$ cat config.mk
export PLATFORM = sky130hd
export DESIGN_NAME = fp_adder_arbiter
export DESIGN_NICKNAME = d
export VERILOG_FILES = /design/src/rtl/fp_adder_arbiter.sv
export SDC_FILE = /design/constraint.sdc
export NUM_CORES = 1
export LEC_CHECK = 0
export BUFFER_PORTS_ARGS = -buffer_cell sky130_fd_sc_hd__buf_2
export CORE_AREA = 2 2 163 165
export DETAILED_ROUTE_END_ITERATION = 10
export DIE_AREA = 0 0 165 167
export HOLD_SLACK_MARGIN = 0.1
export SYNTH_ARGS = -nofsm -noshare
export SYNTH_HDL_FRONTEND = slang
export SYNTH_SLANG_ARGS = --single-unit
export TNS_END_PERCENT = 5
$ cat constraint.sdc
create_clock -name Clock -period 4.3 [get_ports Clock]
set_input_delay 0.86 -clock Clock [delete_from_list [all_inputs] [get_ports Clock]]
set_output_delay 0.86 -clock Clock [all_outputs]
set_load 0.01 [all_outputs]
$ cat src/rtl/fp_adder_arbiter.sv
`default_nettype none
// ============================================================================
// Module   : fp_adder_arbiter
// Purpose  : Round-robin arbiter sharing one multi-cycle single-precision
//            FloatAdder among NumRequesters clients. One operation is in
//            flight at a time because the adder exposes no ready/busy.
// Revision : 1.0 - initial release
// ----------------------------------------------------------------------------
// Ports
//   Clock, Reset      : clock, synchronous active-high reset
//   ReqValid/ReqReady : per-requester request handshake (ReqReady one-hot)
//   ReqOp1/ReqOp2     : packed operands, requester i uses bits [32i+31:32i]
//   AdderOp1/AdderOp2 : latched operands to the FloatAdder
//   AdderInputValid   : one-cycle start pulse to the FloatAdder
//   AdderResult/Valid : FloatAdder result and its qualifier
//   RespValid         : one-hot response pulse to the granted requester
//   RespResult        : returned sum (0 on timeout), held until next response
//   RespTimeout       : qualifies RespValid, operation was abandoned
//   Grant             : index of the current/last granted requester
//   Busy              : high whenever the arbiter is not idle
//   CompletedCount    : wrapping count of responses, timeouts included
// ============================================================================
module fp_adder_arbiter #(
  parameter int NumRequesters = 4,
  parameter int TimeoutCycles = 16,
  parameter int CountWidth    = 16,
  localparam int GrantWidth   = (NumRequesters > 1) ? $clog2(NumRequesters) : 1,
  localparam int TimerWidth   = $clog2(TimeoutCycles)
) (
  input  logic                          Clock,
  input  logic                          Reset,
  input  logic [NumRequesters-1:0]      ReqValid,
  input  logic [NumRequesters*32-1:0]   ReqOp1,
  input  logic [NumRequesters*32-1:0]   ReqOp2,
  output logic [NumRequesters-1:0]      ReqReady,
  output logic [31:0]                   AdderOp1,
  output logic [31:0]                   AdderOp2,
  output logic                          AdderInputValid,
  input  logic [31:0]                   AdderResult,
  input  logic                          AdderResultValid,
  output logic [NumRequesters-1:0]      RespValid,
  output logic [31:0]                   RespResult,
  output logic                          RespTimeout,
  output logic [GrantWidth-1:0]         Grant,
  output logic                          Busy,
  output logic [CountWidth-1:0]         CompletedCount
);

  typedef enum logic [1:0] {
    S_IDLE    = 2'd0,
    S_ISSUE   = 2'd1,
    S_WAIT    = 2'd2,
    S_RESPOND = 2'd3
  } state_t;

  state_t                  state;
  logic [GrantWidth-1:0]   last_grant;
  logic [TimerWidth-1:0]   timer;

  logic                    any_req;
  logic [GrantWidth-1:0]   pick;
  logic [GrantWidth-1:0]   scan_idx;
  logic [31:0]             sel_op1;
  logic [31:0]             sel_op2;

  // Round-robin pick: scan from the farthest candidate back to the nearest
  // one after last_grant, so the last hit is the highest-priority requester.
  always_comb begin
    any_req  = |ReqValid;
    pick     = '0;
    scan_idx = '0;
    for (int i = NumRequesters; i >= 1; i--) begin
      scan_idx = GrantWidth'((int'(last_grant) + i) % NumRequesters);
      if (ReqValid[scan_idx]) begin
        pick = scan_idx;
      end
    end
  end

  // Operand mux for the winner, built with constant slices only.
  always_comb begin
    sel_op1 = '0;
    sel_op2 = '0;
    for (int i = 0; i < NumRequesters; i++) begin
      if (pick == GrantWidth'(i)) begin
        sel_op1 = ReqOp1[i*32 +: 32];
        sel_op2 = ReqOp2[i*32 +: 32];
      end
    end
  end

  always_ff @(posedge Clock) begin
    if (Reset) begin
      state           <= S_IDLE;
      last_grant      <= GrantWidth'(NumRequesters - 1);
      timer           <= '0;
      ReqReady        <= '0;
      AdderOp1        <= '0;
      AdderOp2        <= '0;
      AdderInputValid <= 1'b0;
      RespValid       <= '0;
      RespResult      <= '0;
      RespTimeout     <= 1'b0;
      Grant           <= '0;
      Busy            <= 1'b0;
      CompletedCount  <= '0;
    end else begin
      case (state)
        S_IDLE: begin
          if (any_req) begin
            AdderOp1        <= sel_op1;
            AdderOp2        <= sel_op2;
            Grant           <= pick;
            ReqReady        <= NumRequesters'(1) << pick;
            AdderInputValid <= 1'b1;
            Busy            <= 1'b1;
            state           <= S_ISSUE;
          end
        end
        S_ISSUE: begin
          ReqReady        <= '0;
          AdderInputValid <= 1'b0;
          timer           <= '0;
          state           <= S_WAIT;
        end
        S_WAIT: begin
          // A result arriving on the final count beats the timeout.
          if (AdderResultValid) begin
            RespResult  <= AdderResult;
            RespTimeout <= 1'b0;
            RespValid   <= NumRequesters'(1) << Grant;
            state       <= S_RESPOND;
          end else if (timer == TimerWidth'(TimeoutCycles - 1)) begin
            RespResult  <= '0;
            RespTimeout <= 1'b1;
            RespValid   <= NumRequesters'(1) << Grant;
            state       <= S_RESPOND;
          end else begin
            timer <= timer + 1'b1;
          end
        end
        S_RESPOND: begin
          RespValid      <= '0;
          RespTimeout    <= 1'b0;
          last_grant     <= Grant;
          CompletedCount <= CompletedCount + 1'b1;
          Busy           <= 1'b0;
          state          <= S_IDLE;
        end
        default: begin
          state <= S_IDLE;
        end
      endcase
    end
  end

endmodule
`default_nettype wire

After elaboration in Yosys (flattened, before gate mapping)

Index checks and enable logic that the tools add are counted.

Add/sub/neg operators: 6
Multiply operators: 0
Divide/modulo/power cells: 0
Order comparisons: 4
Eq/ne operators: 11
Shift-type cells: 2
Multiplexer cells: 40
Bitwise gates (word level): 0
Reduce and logical (&&, ||, !) cells: 15

Operators with widths:

| cell                                                       | number |
|---|---|
| 2-to-1 mux 32 bit                                          | 10 |
| one-hot mux 4 bit (2 select lines)                         | 3 |
| 2-to-1 mux 4 bit                                           | 5 |
| adder 16 x 1 -> 16 bit, second input constant              | 1 |
| 2-to-1 mux 2 bit                                           | 7 |
| less-than comparator 2 x 3 -> 1 bit, second input constant | 4 |
| AND reduction 2 bit                                        | 6 |
| nonzero test 2 bit                                         | 5 |
| binary-select mux 1 bit (select 2 bit)                     | 4 |
| equality test 2 bit, second input constant                 | 4 |
| one-hot mux 2 bit (4 select lines)                         | 1 |
| left shift 1 x 2 -> 4 bit, first input constant            | 2 |
| 2-to-1 mux 1 bit                                           | 7 |
| != test 2 bit, second input constant                       | 3 |
| one-hot mux 1 bit (2 select lines)                         | 3 |
| adder 2 x 1 -> 2 bit, second input constant                | 2 |
| adder 2 bit, second input constant                         | 2 |
| adder 4 x 1 -> 4 bit, second input constant                | 1 |
| equality test 2 x 1 -> 1 bit, second input constant        | 2 |
| equality test 4 bit, second input constant                 | 1 |
| logical NOT 2 bit                                          | 2 |
| OR reduction 4 bit                                         | 1 |
| != test 3 bit, second input constant                       | 1 |
| AND reduction 3 bit                                        | 1 |

Bits in registers: 133
Latch bits: 0
Bits in writable memories: 0
ROM bits: 0
Bits of input ports: 295
Output and inout port bits: 125
Word-level logic and storage cells: 91
Memories kept: 0

Longest topological paths before layout

Gate-level depths: netlist of the first run.

Depth after elaboration: 12
Mapped depth: 7
Depth with buffers taken out: 6

Least setup slack after synthesis of the first run

Ideal clock, no wire load.

Path kind: input -> register
From: input ReqValid[1]
To: register AdderOp1[16]
Setup time: 0.139 ns
Arrival: 2.125 ns
Required time: 4.161 ns
Setup slack: 2.036 ns
Cell stages on the path: 7
Path buffers: 2
Cells stage by stage: or3b_1 -> o211a_1 -> buf_6 -> buf_6 -> mux2_4 -> a22oi_1 -> a31oi_1

Cells in the longest elaborated chain, start to end: 11
Elaborated cells between the ends (all ways): 22
Those cells by class: eq/ne: 3; mux: 16; reduce/logical: 3

RTL lines:

| item                                   | RTL line | source |
|---|---|---|
| start, declared                        | 32       | `input logic [NumRequesters-1:0] ReqValid,` |
| binary-select mux 1 bit (select 2 bit) | 74       | `if (ReqValid[scan_idx]) begin` |
| 2-to-1 mux 1 bit (implied by the code) | 74       |  |
| 2-to-1 mux 2 bit (4 in series)         | 74       |  |
| logical NOT 2 bit                      | 85       | `if (pick == GrantWidth'(i)) begin` |
| 2-to-1 mux 32 bit (4 in series)        | 85       |  |
| end signal, assigned                   | 111      | `AdderOp1 <= sel_op1;` |
| end, declared                          | 36       | `output logic [31:0] AdderOp1,` |

Several ways; a longest one is shown, not always the timed one. The select of a mux whose other input is x is not followed.
A chain may end at the register's enable or synchronous reset.

Worst setup path in the final report of the first run

From: input ReqValid[1]
To: register AdderOp1[27]

The elaborated chain is that of the path after synthesis.

==> flow_metrics.tcl, run 1 <==
set metrics [dict create \
    core-area_sq_um 25800 \
    synthFlopType "dfxtp_1" \
    fin_crit_ns 2.56 \
    worstPathArrival_ns 2.85 \
    stdcell_area_sq_um 9300 \
    rows 59 \
    viasPerCell 4.74 \
    cts.sink_count 133 \
    synth-seq-cells 133 \
    rsz0062_at_grt "no" \
    hold_start "AdderOp1[17]$_SDFFE_PP0P_" \
    ant_nets 0 \
    cp_max_fo 31 \
    yosysUniqueCellTypes 46 \
    fin_util 0.361 \
    synth_seq_area_share 0.421 \
    maxCapViolCount 0 \
    numCtsBuffers 17 \
    min_path_cells 2 \
    final_cell_mix "419 x buf_2, 133 x dfxtp_1, 75 x nand2_1" \
    wirelength_um 25000 \
    clockBufferDepth 2 \
    intPower_mw 3.14 \
    reg2reg_setup_slack_ns 1.96 \
    io_pins 420 \
    combPwrFrac 0.367 \
    cts_root_buf "clkbuf_16" \
    cp_num_buf_inv 2 \
    async_flop_share 0 \
    r2r_cells 6 \
    nets 1425 \
    leakagePower_nw 4.26 \
    dp.cells 1439 \
    setup_slack_ns 1.74 \
    syn_area_sq_um 6330 \
    synthCells 731 \
    antenna_found_initial 3 \
    gp_congestion 0.870 \
    vdd_drop_max_mv 0.192 \
    clk_pin_slew_worst_paths_ns 0.07 \
    wl_per_cell_um 17.0 \
    worstHoldEndpoint "AdderOp1[17]$_SDFFE_PP0P_" \
    tightest_slew_ns 1.31 \
    p_sw_frac 0.380 \
    worstPathRequired_ns 4.60 \
    placed_area_sq_um 8700 \
    synth_fp_nets 1033 \
    cp_slowest_cell "o211a_4" \
    clkPwrFrac 0.292 \
    max-slew-margin-rel 0.124 \
    portBuffers 419 \
    instances_no_fill 1475 \
    dpl_worst_slack_ns 1.30 \
    setup_tns_ns 0 \
    grt_use_total 0.177 \
    die_w_um 165 \
    critPathLaunchType "input port" \
    switchingPower_mw 1.93 \
    ctsResizeCount 0 \
    cts_tree "built" \
    drive_above_1_share 0.473 \
    power_density_nw_per_um2 545 \
    drc 0 \
    ys_warn_count 0 \
    crit_chain "buf_2 -> o21ai_0 -> o211a_4 -> buf_4 -> mux2_2 -> o22ai_1 -> o21ai_1" \
    path_class "in -> reg" \
    grt_overflow_total 0 \
    postCtsHoldBufs 0 \
    drv_slew 0 \
    finalSetupViolCount 0 \
    grt_pass1_wl_um 37700 \
    hold_viol 0 \
    max_freq_mhz 391 \
    grt_max_degree 74 \
    h-tree-depth 4 \
    r2r-start "timer[0]$_SDFFE_PP0P_" \
    timing.rr.end "RespTimeout$_SDFFE_PP0P_" \
    drt-pass1-iter-count 5 \
    share_seq_of_total_power 0.341 \
    fin_hold_ws_ns 0.447 \
    post-cts-setup-buffers 0 \
    critPathTopFamily "compound AO/OA/AOI/OAI gates" \
    areaGrowthSynthToFinish_pct 47.0 \
    drtIter0Drc 425 \
    outcome "completed" \
    start_util 0.246 \
    grt_pass1_vias 6878 \
    critPathMaxStageDelay_ns 0.54 \
    die_h_um 167 \
    vias 6993 \
    avgSynthCellArea_sq_um 8.65 \
    dieArea_sq_um 27600 \
    worstHoldPathType "reg -> reg" \
    critPathCaptureType "register" \
    skew_ns 0.00876 \
    power_mw 5.07 \
    clk_latency_ns 0.42 \
    synth_edf_count 0 \
    mostFrequentLayoutCell "buf_2" \
    fin_crit_sh 0.594 \
    hpwl_um 18600 \
]
[cell usage after synthesis (4+ instances only)]
library cell | count | share of area
ha_1 | 7 | 0.014
a21oi_1 | 14 | 0.011
xor2_1 | 11 | 0.015
clkbuf_1 | 38 | 0.023
mux2_2 | 61 | 0.11
dfxtp_1 | 133 | 0.42
o21bai_1 | 4 | 0.0047
a31oi_1 | 4 | 0.0040
nand3_1 | 10 | 0.0079
o22ai_1 | 61 | 0.060
o21ai_1 | 60 | 0.047
o21ai_0 | 69 | 0.055
buf_6 | 8 | 0.014
a22oi_1 | 36 | 0.043
nor2_1 | 63 | 0.037
and3_1 | 6 | 0.0059
nor2b_1 | 7 | 0.0069
nand4_1 | 5 | 0.0049
nand2b_1 | 4 | 0.0040
nand2_1 | 75 | 0.045
buf_2 | 11 | 0.0087
[worst min-delay path: stages (launching register included)]
cell and delay (ns):
dfxtp_1 0.31, nand2_1 0.05, o21ai_1 0.05
[worst max-delay path by stage]
stage / from / end / slack [ns] / cells past startpoint
2_1_floorplan: ReqValid[1] / AdderOp1[16]$_SDFFE_PP0P_ / 2.04 / 7
3_3_place_gp: ReqValid[3] / AdderOp1[29]$_SDFFE_PP0P_ / 1.34 / 7
3_5_place_dp: ReqValid[1] / AdderOp1[23]$_SDFFE_PP0P_ / 1.30 / 7
4_1_cts: ReqValid[1] / AdderOp1[23]$_SDFFE_PP0P_ / 1.75 / 7
5_1_grt: ReqValid[3] / AdderOp1[28]$_SDFFE_PP0P_ / 1.57 / 7
6_report: ReqValid[1] / AdderOp1[27]$_SDFFE_PP0P_ / 1.74 / 7
[state kept, by name, summed over array words and instances, names as in the netlist]
signal and count:
AdderInputValid 1, AdderOp1 32, AdderOp2 32, Busy 1, CompletedCount 16, Grant 2
ReqReady 4, RespResult 32, RespTimeout 1, RespValid 4, last_grant 2, state 2
timer 4
[power by group through the flow]
stage	Combinational [mW]	Clock [mW]	Sequential, mW
after CTS	1.88	1.53	1.73
after global routing	2.04	1.59	1.77
final	1.86	1.48	1.73
after floorplan	0.964	0	1.88
after detailed placement	1.88	0	1.75
after global placement	1.86	0	1.74
[logic make-up (layout without fill, tap and decap cells)]
logic type / after synthesis / count (layout) / synth area share
mux: 66 / 66 / 0.119
simple gates: 186 / 186 / 0.130
flops: 133 / 133 / 0.421
other cells: 0 / 4 / 0
buf+inv: 61 / 466 / 0.0479
compound gates: 264 / 264 / 0.249
fa+ha+maj: 7 / 7 / 0.0138
xor+xnor: 14 / 14 / 0.0194
[final cells by class]
| class | count | area, sq um |
|---|---|---|
| Antenna cell | 4 | 10.0 |
| Clock buffer | 17 | 425 |
| Clock inverter | 15 | 164 |
| Fill cell | 2677 | 16500 |
| Inverter | 3 | 11.3 |
| Multi-Input combinational cell | 537 | 3410 |
| Sequential cell | 133 | 2660 |
| Tap cell | 335 | 419 |
| Timing Repair Buffer | 431 | 2200 |
[metal layers]
metal,GRT usage,routed length (um)
met3,0.0456,1490
met1,0.213,10600
met2,0.301,12200
met5,0,0
met4,0.0647,654
No activity file was read; power rests on OpenSTA's default activity.
==> run 2, diff against run 1 <==
- ABC_AREA: unset -> 1
- CORE_AREA: 2 2 163 165 -> 2 2 162 164
- DIE_AREA: 0 0 165 167 -> 0 0 164 166
- clock period: 4.3 -> 2.4 ns (I/O delays scaled with it)
==> run 2 against run 1 <==
  * Non-clock buffer count grew 18
  * Critical path type is now reg -> reg
  * Register-to-register slack lost 1.8 ns
  * Wire length grew 14%
  * Flip-flop and latch count is the same
  * Global-route usage grew 2.8 points
  * Critical path depth grew 8
  * Power grew to 2.6 times the previous value
  * Die area shrank 1.2%
==> flow_metrics.tcl, run 2 <==
set metrics [dict create \
    drv_slew 0 \
    fin_crit_sh 0.915 \
    outcome "completed" \
    syn_area_sq_um 7060 \
    cpMostUsedCell "nand2_1" \
    skew_ns 0.0156 \
    async_flop_share 0 \
    vias 8595 \
    dpl_worst_slack_ns -0.0179 \
    drive_above_1_share 0.335 \
    antenna_found_initial 2 \
    portBuffers 419 \
    dieArea_sq_um 27200 \
    drc 0 \
    seq_area_sq_um 2660 \
    io_pins 420 \
    synthCells 1086 \
    final_cell_mix "418 x buf_2, 367 x nand2_1, 132 x dfxtp_1" \
    hpwl_um 21100 \
    critPathTopFamily "simple AND/OR/NAND/NOR gates" \
    postCtsHoldBufs 0 \
    cp_slowest_cell "dfxtp_2" \
    viasPerCell 4.70 \
    critPathCaptureType "register" \
    die_w_um 164 \
    crit_chain "nand2_1 -> o21ai_1 -> nand2_1 -> nand2_2 -> nand2_4 -> nand2_2 -> nand2_4 -> nand2_4 -> nand2_1 -> inv_2 -> buf_4 -> nand2_1 -> nand3_1 -> nand2_1 -> a21oi_1" \
    core-area_sq_um 25600 \
    max_freq_mhz 455 \
    power_density_nw_per_um2 1280 \
    fillers 2812 \
    nets 1782 \
    maxCapViolCount 0 \
    clk_pin_slew_worst_paths_ns 0.07 \
    r2r-start "last_grant[0]$_SDFFE_PP1P_" \
    areaGrowthSynthToFinish_pct 43.8 \
    r2r_cells 15 \
    path_class "reg -> reg" \
    grt_max_degree 117 \
    synth_top_area_frac 0.377 \
    top_regs "AdderOp1 (32), AdderOp2 (32), RespResult (32)" \
    power_mw 13.0 \
    cp_max_fo 12 \
    start_util 0.275 \
    rsz0062_at_grt "yes" \
    synth_common_cells "368 x nand2_1, 133 x dfxtp_1, 130 x a21oi_1, 93 x nand3_1, 79 x inv_1" \
    hold_viol 0 \
    worstHoldEndpoint "RespResult[2]$_SDFFE_PP0P_" \
    h-tree-depth 4 \
    wirelength_um 28500 \
    cp_num_buf_inv 2 \
    drtIter0Drc 508 \
    grt_overflow_total 0 \
    grt_pass1_vias 8232 \
    tightest_slew_ns 0.744 \
    synth-seq-cells 133 \
    leakagePower_nw 5.03 \
    wl_per_cell_um 15.6 \
    rows 59 \
    yosysMostFrequentCell "nand2_1" \
    clockBufferDepth 2 \
    cts_tree "built" \
    setup_slack_ns 0.203 \
    critPathLaunchType "register" \
    clk_latency_ns 0.43 \
    numCtsBuffers 17 \
    avgSynthCellArea_sq_um 6.50 \
    synth_edf_count 0 \
    gp_congestion 0.886 \
    yosysTopAreaCell "dfxtp_1" \
    critPathMaxStageDelay_ns 0.46 \
    grt_use_total 0.205 \
    worstHoldPathType "in -> reg" \
    synth_seq_area_share 0.377 \
    yosysUniqueCellTypes 31 \
    ys_warn_count 0 \
    vdd_drop_max_mv 0.461 \
    multi_input_area_sq_um 3660 \
    worstPathArrival_ns 2.55 \
    worstPathRequired_ns 2.75 \
    synthFlopType "dfxtp_1" \
    synthTopCellsByArea "dfxtp_1 38%, nand2_1 20%, a21oi_1 9.2%" \
    drt-pass1-iter-count 6 \
    timing.rr.end "AdderOp1[15]$_SDFFE_PP0P_" \
    synth_fp_nets 1388 \
    reg2reg_setup_slack_ns 0.20 \
    die_h_um 166 \
    ant_nets 0 \
    cts_root_buf "clkbuf_16" \
    cts.sink_count 133 \
    min_path_cells 3 \
    fin_crit_ns 2.20 \
    max-slew-margin-rel 0.503 \
    finalSetupViolCount 0 \
    hold_start "AdderResult[2]" \
    mostFrequentLayoutCell "buf_2" \
    grt_pass1_wl_um 43800 \
]
run 2: power by group:
part	switching [mW]	internal [mW]	total, mW
sequential	0.395	2.91	3.30
combinational	4.40	2.55	6.96
clock	1.15	1.57	2.71
total	5.95	7.03	13.0
run 2: repair_timing:
| action | in CTS | in global routing |
|---|---|---|
| gates resized for setup | 0 | 3 |
| setup endpoints to repair | 18 | 62 |
| endpoints found under the hold margin | 0 | 0 |
| gates cloned | 0 | 0 |
| buffers inserted | 2 | 0 |
| pin swaps | 1 | 0 |
run 2: worst max-delay path by stage:
stage / slack [ns] / depth (start not counted) / to / startpoint
CTS: 0.07 / 15 / AdderOp1[20]$_SDFFE_PP0P_ / last_grant[0]$_SDFFE_PP1P_
finish: 0.20 / 15 / AdderOp1[15]$_SDFFE_PP0P_ / last_grant[0]$_SDFFE_PP1P_
detailed placement: -0.02 / 13 / AdderOp1[8]$_SDFFE_PP0P_ / last_grant[0]$_SDFFE_PP1P_
global route: -0.009 / 13 / AdderOp1[20]$_SDFFE_PP0P_ / last_grant[0]$_SDFFE_PP1P_
floorplan: 0.53 / 10 / CompletedCount[12]$_SDFFE_PP0P_ / state[0]$_SDFFE_PP0P_
global placement: 0.02 / 15 / AdderOp1[14]$_SDFFE_PP0P_ / last_grant[0]$_SDFFE_PP1P_
run 2: cells by family after synthesis:
| kind of cell | after synthesis | synth area share |
|---|---|---|
| buf+inv | 161 | 0.105 |
| compound gates | 245 | 0.175 |
| fa+ha+maj | 7 | 0.0124 |
| simple gates | 539 | 0.329 |
| xor+xnor | 1 | 0.00124 |
| flops | 133 | 0.377 |
run 2: area by class of cell:
cell class,instances,share of cell area
clock inverter,14,0.0163
inverter,87,0.0327
antenna,2,0.000493
clock buffer,18,0.0423
tap,335,0.0413
sequential,133,0.262
timing repair buffer,449,0.243
multi-input combinational,792,0.361
run 2: per-layer routing:
| metal | vias to the layer above | part of all wire | GRT usage |
|---|---|---|---|
| li1 | 4363 | - | - |
| met1 | 3851 | 0.42 | 0.244 |
| met2 | 344 | 0.49 | 0.357 |
| met3 | 37 | 0.072 | 0.0562 |
| met4 | 0 | 0.021 | 0.0606 |
| met5 | - | 0 | 0 |
run 2: tightest hold or removal path, stage by stage:
cell	delay, ns
buf_2	0.09
nand2_1	0.05
a21oi_1	0.06
run 2: through the flow:
| stage | hold slack [ns] | utilization | instances | setup TNS (ns) | area [sq um] |
|---|---|---|---|---|---|
| final | 0.303 | 0.396 | 1830 | 0 | 10100 |
| after global routing | 0.291 | 0.396 | 1829 | -0.0136 | 10100 |
| after CTS | 0.289 | 0.396 | 1828 | 0 | 10100 |
| after detailed placement | 0.449 | 0.371 | 1794 | -0.0784 | 9510 |
| after global placement | 0.445 | 0.371 | 1794 | 0 | 9510 |
| after floorplan | 0.454 | - | 1086 | 0 | 7060 |
